$ cat src/rtl/cc_frame_tx.sv
// cc_frame_tx: reads FRAME_LEN words from a synchronous RAM and sends them as UART-style frames.
// Define CC_TX_PARITY_EN to insert a parity bit (sense set by PARITY_ODD) after the data bits.
module cc_frame_tx #(
    parameter int unsigned DATA_BITS  = 8,
    parameter int unsigned ADDR_W     = 12,
    parameter int unsigned FRAME_LEN  = 48,
    parameter int unsigned BIT_CYCLES = 49,
    parameter int unsigned STOP_BITS  = 1,
    parameter int unsigned LSB_FIRST  = 1,
    parameter int unsigned PARITY_ODD = 0
) (
    input  logic                 clock,
    input  logic                 reset,
    input  logic                 RDY,
    input  logic [ADDR_W-1:0]    start_addr,
    input  logic                 abort,
    output logic [ADDR_W-1:0]    rdaddress,
    input  logic [DATA_BITS-1:0] data,
    output logic                 tx,
    output logic                 busy,
    output logic                 done,
    output logic [ADDR_W:0]      words_sent
);

    localparam int unsigned StopCycles = STOP_BITS * BIT_CYCLES;
    localparam int unsigned DivW       = $clog2(StopCycles + 1);
    localparam int unsigned BitW       = $clog2(DATA_BITS + 1);

    localparam logic [DivW-1:0]   BitLast  = DivW'(BIT_CYCLES - 1);
    localparam logic [DivW-1:0]   StopLast = DivW'(StopCycles - 1);
    localparam logic [BitW-1:0]   DataLast = BitW'(DATA_BITS - 1);
    localparam logic [ADDR_W:0]   FrameEnd = (ADDR_W + 1)'(FRAME_LEN);

    if (DATA_BITS < 5 || DATA_BITS > 9 || BIT_CYCLES < 2 || STOP_BITS < 1 || STOP_BITS > 2 ||
        FRAME_LEN < 1 || FRAME_LEN > (1 << ADDR_W) || LSB_FIRST > 1 || PARITY_ODD > 1)
    begin : g_bad_cfg
        $error("cc_frame_tx: illegal parameter set");
    end

`ifdef CC_TX_PARITY_EN
    typedef enum logic [2:0] {StIdle, StFetch, StStart, StData, StParity, StStop, StDone} state_e;
`else
    typedef enum logic [2:0] {StIdle, StFetch, StStart, StData, StStop, StDone} state_e;
`endif

    state_e               r_state;
    logic [DivW-1:0]      r_div;
    logic [BitW-1:0]      r_bit;
    logic [DATA_BITS-1:0] r_buff;
    logic                 r_tx;
    logic                 r_busy;
    logic                 r_done;
    logic [ADDR_W-1:0]    r_addr;
    logic [ADDR_W:0]      r_words;
`ifdef CC_TX_PARITY_EN
    logic                 r_par;
`endif

    logic                 w_out_bit;
    logic [DATA_BITS-1:0] w_shifted;
    logic [ADDR_W:0]      w_words_next;

    // The next bit to send always sits at the head of r_buff; shift direction follows bit order.
    assign w_out_bit    = (LSB_FIRST != 0) ? r_buff[0] : r_buff[DATA_BITS-1];
    assign w_shifted    = (LSB_FIRST != 0) ? (r_buff >> 1) : (r_buff << 1);
    assign w_words_next = r_words + (ADDR_W + 1)'(1);

    always_ff @(posedge clock or posedge reset) begin
        if (reset) begin
            r_state <= StIdle;
            r_div   <= '0;
            r_bit   <= '0;
            r_buff  <= '0;
            r_tx    <= 1'b1;
            r_busy  <= 1'b0;
            r_done  <= 1'b0;
            r_addr  <= '0;
            r_words <= '0;
`ifdef CC_TX_PARITY_EN
            r_par   <= 1'b0;
`endif
        end else if (abort && r_state != StIdle) begin
            r_state <= StIdle;
            r_div   <= '0;
            r_tx    <= 1'b1;
            r_busy  <= 1'b0;
            r_done  <= 1'b0;
        end else begin
            r_done <= 1'b0;
            case (r_state)
                StIdle: begin
                    r_tx <= 1'b1;
                    if (RDY) begin
                        r_addr  <= start_addr;
                        r_words <= '0;
                        r_busy  <= 1'b1;
                        r_state <= StFetch;
                    end
                end
                StFetch: begin
                    r_buff  <= data;
                    r_addr  <= r_addr + ADDR_W'(1);
                    r_tx    <= 1'b0;
                    r_div   <= '0;
                    r_state <= StStart;
`ifdef CC_TX_PARITY_EN
                    r_par   <= (^data) ^ 1'(PARITY_ODD);
`endif
                end
                StStart: begin
                    if (r_div == BitLast) begin
                        r_div   <= '0;
                        r_bit   <= '0;
                        r_tx    <= w_out_bit;
                        r_buff  <= w_shifted;
                        r_state <= StData;
                    end else begin
                        r_div <= r_div + DivW'(1);
                    end
                end
                StData: begin
                    if (r_div == BitLast) begin
                        r_div <= '0;
                        if (r_bit == DataLast) begin
`ifdef CC_TX_PARITY_EN
                            r_tx    <= r_par;
                            r_state <= StParity;
`else
                            r_tx    <= 1'b1;
                            r_state <= StStop;
`endif
                        end else begin
                            r_bit  <= r_bit + BitW'(1);
                            r_tx   <= w_out_bit;
                            r_buff <= w_shifted;
                        end
                    end else begin
                        r_div <= r_div + DivW'(1);
                    end
                end
`ifdef CC_TX_PARITY_EN
                StParity: begin
                    if (r_div == BitLast) begin
                        r_div   <= '0;
                        r_tx    <= 1'b1;
                        r_state <= StStop;
                    end else begin
                        r_div <= r_div + DivW'(1);
                    end
                end
`endif
                StStop: begin
                    if (r_div == StopLast) begin
                        r_div   <= '0;
                        r_words <= w_words_next;
                        if (w_words_next == FrameEnd) begin
                            r_done  <= 1'b1;
                            r_busy  <= 1'b0;
                            r_state <= StDone;
                        end else begin
                            r_state <= StFetch;
                        end
                    end else begin
                        r_div <= r_div + DivW'(1);
                    end
                end
                StDone: begin
                    r_tx    <= 1'b1;
                    r_state <= StIdle;
                end
                default: r_state <= StIdle;
            endcase
        end
    end

    assign rdaddress  = r_addr;
    assign tx         = r_tx;
    assign busy       = r_busy;
    assign done       = r_done;
    assign words_sent = r_words;

endmodule
$ cat config.mk
export PLATFORM = sky130hd
export DESIGN_NAME = cc_frame_tx
export DESIGN_NICKNAME = d
export VERILOG_FILES = /design/src/rtl/cc_frame_tx.sv
export SDC_FILE = /design/constraint.sdc
export NUM_CORES = 1
export LEC_CHECK = 0
export CAP_MARGIN = 10
export CORE_UTILIZATION = 35
export DETAILED_ROUTE_END_ITERATION = 8
export GPL_TIMING_DRIVEN = 1
export PLACE_DENSITY = 0.64
export SETUP_SLACK_MARGIN = 0.4
export SLEW_MARGIN = 40
export SYNTH_ARGS = -nofsm -noshare
export SYNTH_HDL_FRONTEND = slang
export SYNTH_SLANG_ARGS = --single-unit
export TNS_END_PERCENT = 10
$ cat constraint.sdc
create_clock -name clock -period 3 [get_ports clock]
set_clock_uncertainty 0.2 [all_clocks]
set_input_delay 0.3 -clock clock [delete_from_list [all_inputs] [get_ports clock]]
set_output_delay 0.3 -clock clock [all_outputs]
set_load 0.02 [all_outputs]
== Word-level counts from Yosys, hierarchy flattened ==
Index checks and enable logic that the tools add are counted.

* Bits in writable memories: 0
* Latch bits: 0
* Bits of input ports: 24
* Memories: 0
* Memory bits (read-only): 0
* Flip-flop bits (word level): 49

* Equality and inequality tests: 19
* Order comparisons: 0
* Div/mod/pow operators: 0
* Multipliers: 0
* Shift-type cells: 0
* Reduce and logical (&&, ||, !) cells: 19
* Mux-type cells: 38
* $add $sub $neg: 4
* Bitwise gates (word level): 1

{| class="wikitable"
|+ Operator list
! kind !! count
|-
| $mux W13 || 2
|-
| $pmux W13 S2 || 1
|-
| $mux W8 || 3
|-
| $pmux W12 S2 || 1
|-
| $pmux W8 S3 || 1
|-
| $mux W3 || 7
|-
| $ne A3 B3 Y1 const B || 6
|-
| $pmux W3 S5 || 1
|-
| $reduce_and A5 Y1 || 3
|-
| $add A13 B1 Y13 const B || 1
|-
| $eq A13 B6 Y1 const B || 1
|-
| $add A12 B1 Y12 const B || 1
|-
| $mux W1 || 12
|-
| $mux W12 || 1
|-
| $mux W4 || 3
|-
| $mux W6 || 2
|-
| $pmux W6 S2 || 1
|-
| $reduce_bool A3 Y1 || 4
|-
| $ne A2 B2 Y1 const B || 5
|-
| $pmux W4 S2 || 1
|-
| $reduce_and A4 Y1 || 2
|-
| $add A6 B1 Y6 const B || 1
|-
| $eq A3 B2 Y1 const B || 2
|-
| $eq A3 B3 Y1 const B || 2
|-
| other kinds (14) || 17
|}

== Depth between registers and ports, before layout ==
* Depth after elaboration: 6
* Mapped depth: 9
* Mapped depth without buffers: 7

== Least setup slack after synthesis ==
Ideal clock, no wire load.

* Path type: reg2reg
* From: register r_div[0]
* To: register r_bit[3]
* Setup slack: 972 ps
* Arrival time: 1762 ps
* Required time: 2734 ps
* Buffers on the path: 1
* Library setup time: 66 ps
* Stages on the path, launching flop included: 9
* Cell sequence: dfrtp_1 > inv_1 > ha_1 > and4bb_2 > nand2_2 > buf_6 > nand4b_4 > or4b_1 > nand2_1

* Longest elaborated chain between the ends: 3
* Elaborated cells between the ends (all ways): 4

{| class="wikitable"
|+ RTL lines
! element !! line !! RTL
|-
| start, declared || 47 || <nowiki>logic [DivW-1:0] r_div;</nowiki>
|-
| start signal, assigned || 118 || <nowiki>r_div <= r_div + DivW'(1);</nowiki>
|-
| start signal, assigned || 138 || <nowiki>r_div <= r_div + DivW'(1);</nowiki>
|-
| start signal, assigned || 164 || <nowiki>r_div <= r_div + DivW'(1);</nowiki>
|-
| $eq A6 B6 Y1 (*) || 111, 122 ||
|-
| $ne A2 B2 Y1 (no line) || n/a ||
|-
| $reduce_and A5 Y1 (no line) (*) || n/a ||
|-
| end signal, assigned || 133 || <nowiki>r_bit <= r_bit + BitW'(1);</nowiki>
|-
| end, declared || 48 || <nowiki>logic [BitW-1:0] r_bit;</nowiki>
|}

Every way passes the cells marked *; elsewhere a longest branch is shown, timed or not.
A chain may end at the register's enable or synchronous reset.

== Worst setup path after layout ==
* From: register r_div[1]
* To: register r_bit[3]

Same word-level chain as after synthesis.

==> impl_metrics.env <==
export IMPL_status="finished, final reports clean"
export IMPL_top_usage_layer="met2"
export IMPL_cts_setup_buffers=0
export IMPL_cts_max_level=2
export IMPL_cp_arrival_ps=2220
export IMPL_hold_path_class="in2async"
export IMPL_synth_area_um2=2800
export IMPL_synth_flop_cell="dfrtp_1"
export IMPL_drc_errors=0
export IMPL_slew_viol_final=0
export IMPL_grtUsageTotal=0.169
export IMPL_port_buffers=51
export IMPL_die_height_um=91.4
export IMPL_synthXorXnorAreaFrac=0.00626
export IMPL_synth_compound_area_frac=0.226
export IMPL_synth_edff_count=0
export IMPL_wire_per_inst_um=13.9
export IMPL_synthMuxAreaShare=0.00760
export IMPL_die_w_um=91.4
export IMPL_drive_gt1_frac=0.0637
export IMPL_relSlewSlack=0.592
export IMPL_reg2reg_to="r_bit[3]"
export IMPL_max_freq_ghz=0.459
export IMPL_grt_ovfl_total=0
export IMPL_tns_ps=0
export IMPL_cp_start_kind="register"
export IMPL_grt_pass1_wl_mm=11.7
export IMPL_ff2ff_setup_slack_ps=820
export IMPL_firstDrtPassIters=4
export IMPL_pre_cts_ws_ps=647
export IMPL_yosys_warnings=0
export IMPL_cts_buffer_depth=2
export IMPL_ir_worst_vdd_mv=0.302
export IMPL_power_density_nw_per_um2=714
export IMPL_worstPathRequired_ps=3040
export IMPL_postSynthAreaPerCell_um2=8.48
export IMPL_critical_path_endpoint_type="register"
export IMPL_post_route_period_util=0.727
export IMPL_crit_fanout=11
export IMPL_stdcell_area_um2=3530
export IMPL_num_vias=2626
export IMPL_clk_pin_slew_ps=100
export IMPL_synth_cell_types=51
export IMPL_reg2reg_from="r_div[1]"
export IMPL_rsz0062_at_grt="no"
export IMPL_ff_latch_area_um2=1230
export IMPL_cts_sinks=49
export IMPL_ys_seq_elements=49
export IMPL_place_area_um2=3410
export IMPL_fin_crit_ps=2180
export IMPL_gp_congestion=0.831
export IMPL_antenna_left=0
export IMPL_insertedDiodeCount=0
export IMPL_clk_latency_ps=300
export IMPL_fin_ws_ps=820
export IMPL_p_leak_nw=1.43
export IMPL_routed_wl_mm=6.64
export IMPL_fill_cells=752
export IMPL_grt_pass1_vias=2460
export IMPL_cap_viol_max_count=0
export IMPL_synthArstFlopShare=1.00
export IMPL_tightest_slew_ps=610
export IMPL_synth_nets=359
export IMPL_vias_per_cell=5.48
export IMPL_syn_inst=330
export IMPL_drt_iter0_drc=233
export IMPL_multi_input_area_um2=1460
export IMPL_syn_to_final_growth_pct=26.2
export IMPL_setup_viol=0
export IMPL_synthAdderAreaFrac=0.0224
export IMPL_met1_usage=0.239
export IMPL_nets=405
export IMPL_dpl_hpwl_mm=4.65
export IMPL_fp_coreArea_um2=7730
export IMPL_io_pins=52
export IMPL_critical_path_class="reg2reg"
export IMPL_cts_made_buffers=5
export IMPL_synthSimpleGateAreaFrac=0.258
export IMPL_cts_tree="yes"
export IMPL_use_met3=0.0360
export IMPL_cts_root_buf="clkbuf_8"
export IMPL_reg2reg_depth=7
export IMPL_hold_viol=0
export IMPL_initial_core_util=0.362
export IMPL_fp_row_count=32
export IMPL_startpoint="r_div[1]"
export IMPL_cts_hold_buf=0
export IMPL_ys_seq_area_frac=0.439
export IMPL_die_area_um2=8350
export IMPL_grt_antenna_before_repair=0
export IMPL_grt_max_degree=50
export IMPL_grt_use_met2=0.263
export IMPL_cts_repair_resize_count=0
export IMPL_synth_top_family_by_area="simple AND/OR/NAND/NOR gates"
export IMPL_layout_common_cells="nand2_1, clkdlybuf4s50_1, dfrtp_1"
[state kept, by name (all words and copies together) (netlist names)]
signal / cells
rdaddress: 12
busy: 1
r_div: 6
r_bit: 4
r_buff: 8
done: 1
r_state: 3
words_sent: 13
tx: 1
[worst max-delay path by stage]
stage,end,slack (ps),cells past startpoint
finish,r_bit[3],820,7
global placement,words_sent[11],690,6
CTS,r_bit[3],810,7
floorplan,r_bit[3],970,8
detailed placement,words_sent[9],650,6
global route,r_bit[3],670,7
[routing by layer]
metal | up-vias | share of wire
met4 | 0 | 0.0066
met1 | 1249 | 0.48
li1 | 1301 | -
met3 | 6 | 0.053
met5 | - | 0
met2 | 70 | 0.46
[logic make-up after synthesis]
| group | after synthesis |
|---|---|
| xor gates and xnor gates | 2 |
| muxes | 2 |
| buffers and inverters | 26 |
| AOI/OAI and AO/OA | 104 |
| adders and majority gates | 5 |
| and+or+nand+nor | 142 |
| DFF | 49 |
[stage by stage]
stage | total power [mW] | instances | hold WS (ps) | util
after floorplan | 1.67 | 330 | 233 | -
after global placement | 2.03 | 471 | 290 | 0.442
after detailed placement | 2.05 | 471 | 306 | 0.442
after CTS | 2.55 | 479 | 174 | 0.457
after global routing | 2.72 | 479 | 187 | 0.457
final | 2.52 | 479 | 155 | 0.457
[Yosys cell counts (8+ instances only)]
cell type	count	area (µm²)
nand2_1	51	191
dfrtp_1	48	1200
o21ai_0	32	160
a31oi_1	22	138
nor2_1	22	82.6
a21oi_1	21	105
nand3_1	17	85.1
clkbuf_1	10	37.5
and3_1	9	56.3
inv_1	8	30.0
nor3_1	8	40.0
[worst max-delay path, cell delays in order (launching register included)]
cell and delay [ps]:
dfrtp_1 420, inv_1 80, ha_1 130, and4bb_2 280
nand2_2 160, nand4b_4 270, or4b_1 490, nand2_1 70
[where the power goes]
group          internal (mW)  switching, mW
sequential             0.824          0.191
combinational          0.455          0.560
clock                  0.272          0.220
total                   1.55          0.971
[layout make-up]
type,instances,share of cell area
flip-flops and latches,49,0.348
well taps,102,0.0361
clock buffers,7,0.0245
clock inverters,1,0.00850
repair buffers,57,0.161
inverters,8,0.00850
multi-input cells,255,0.414
(Power assumes the default switching activity.)
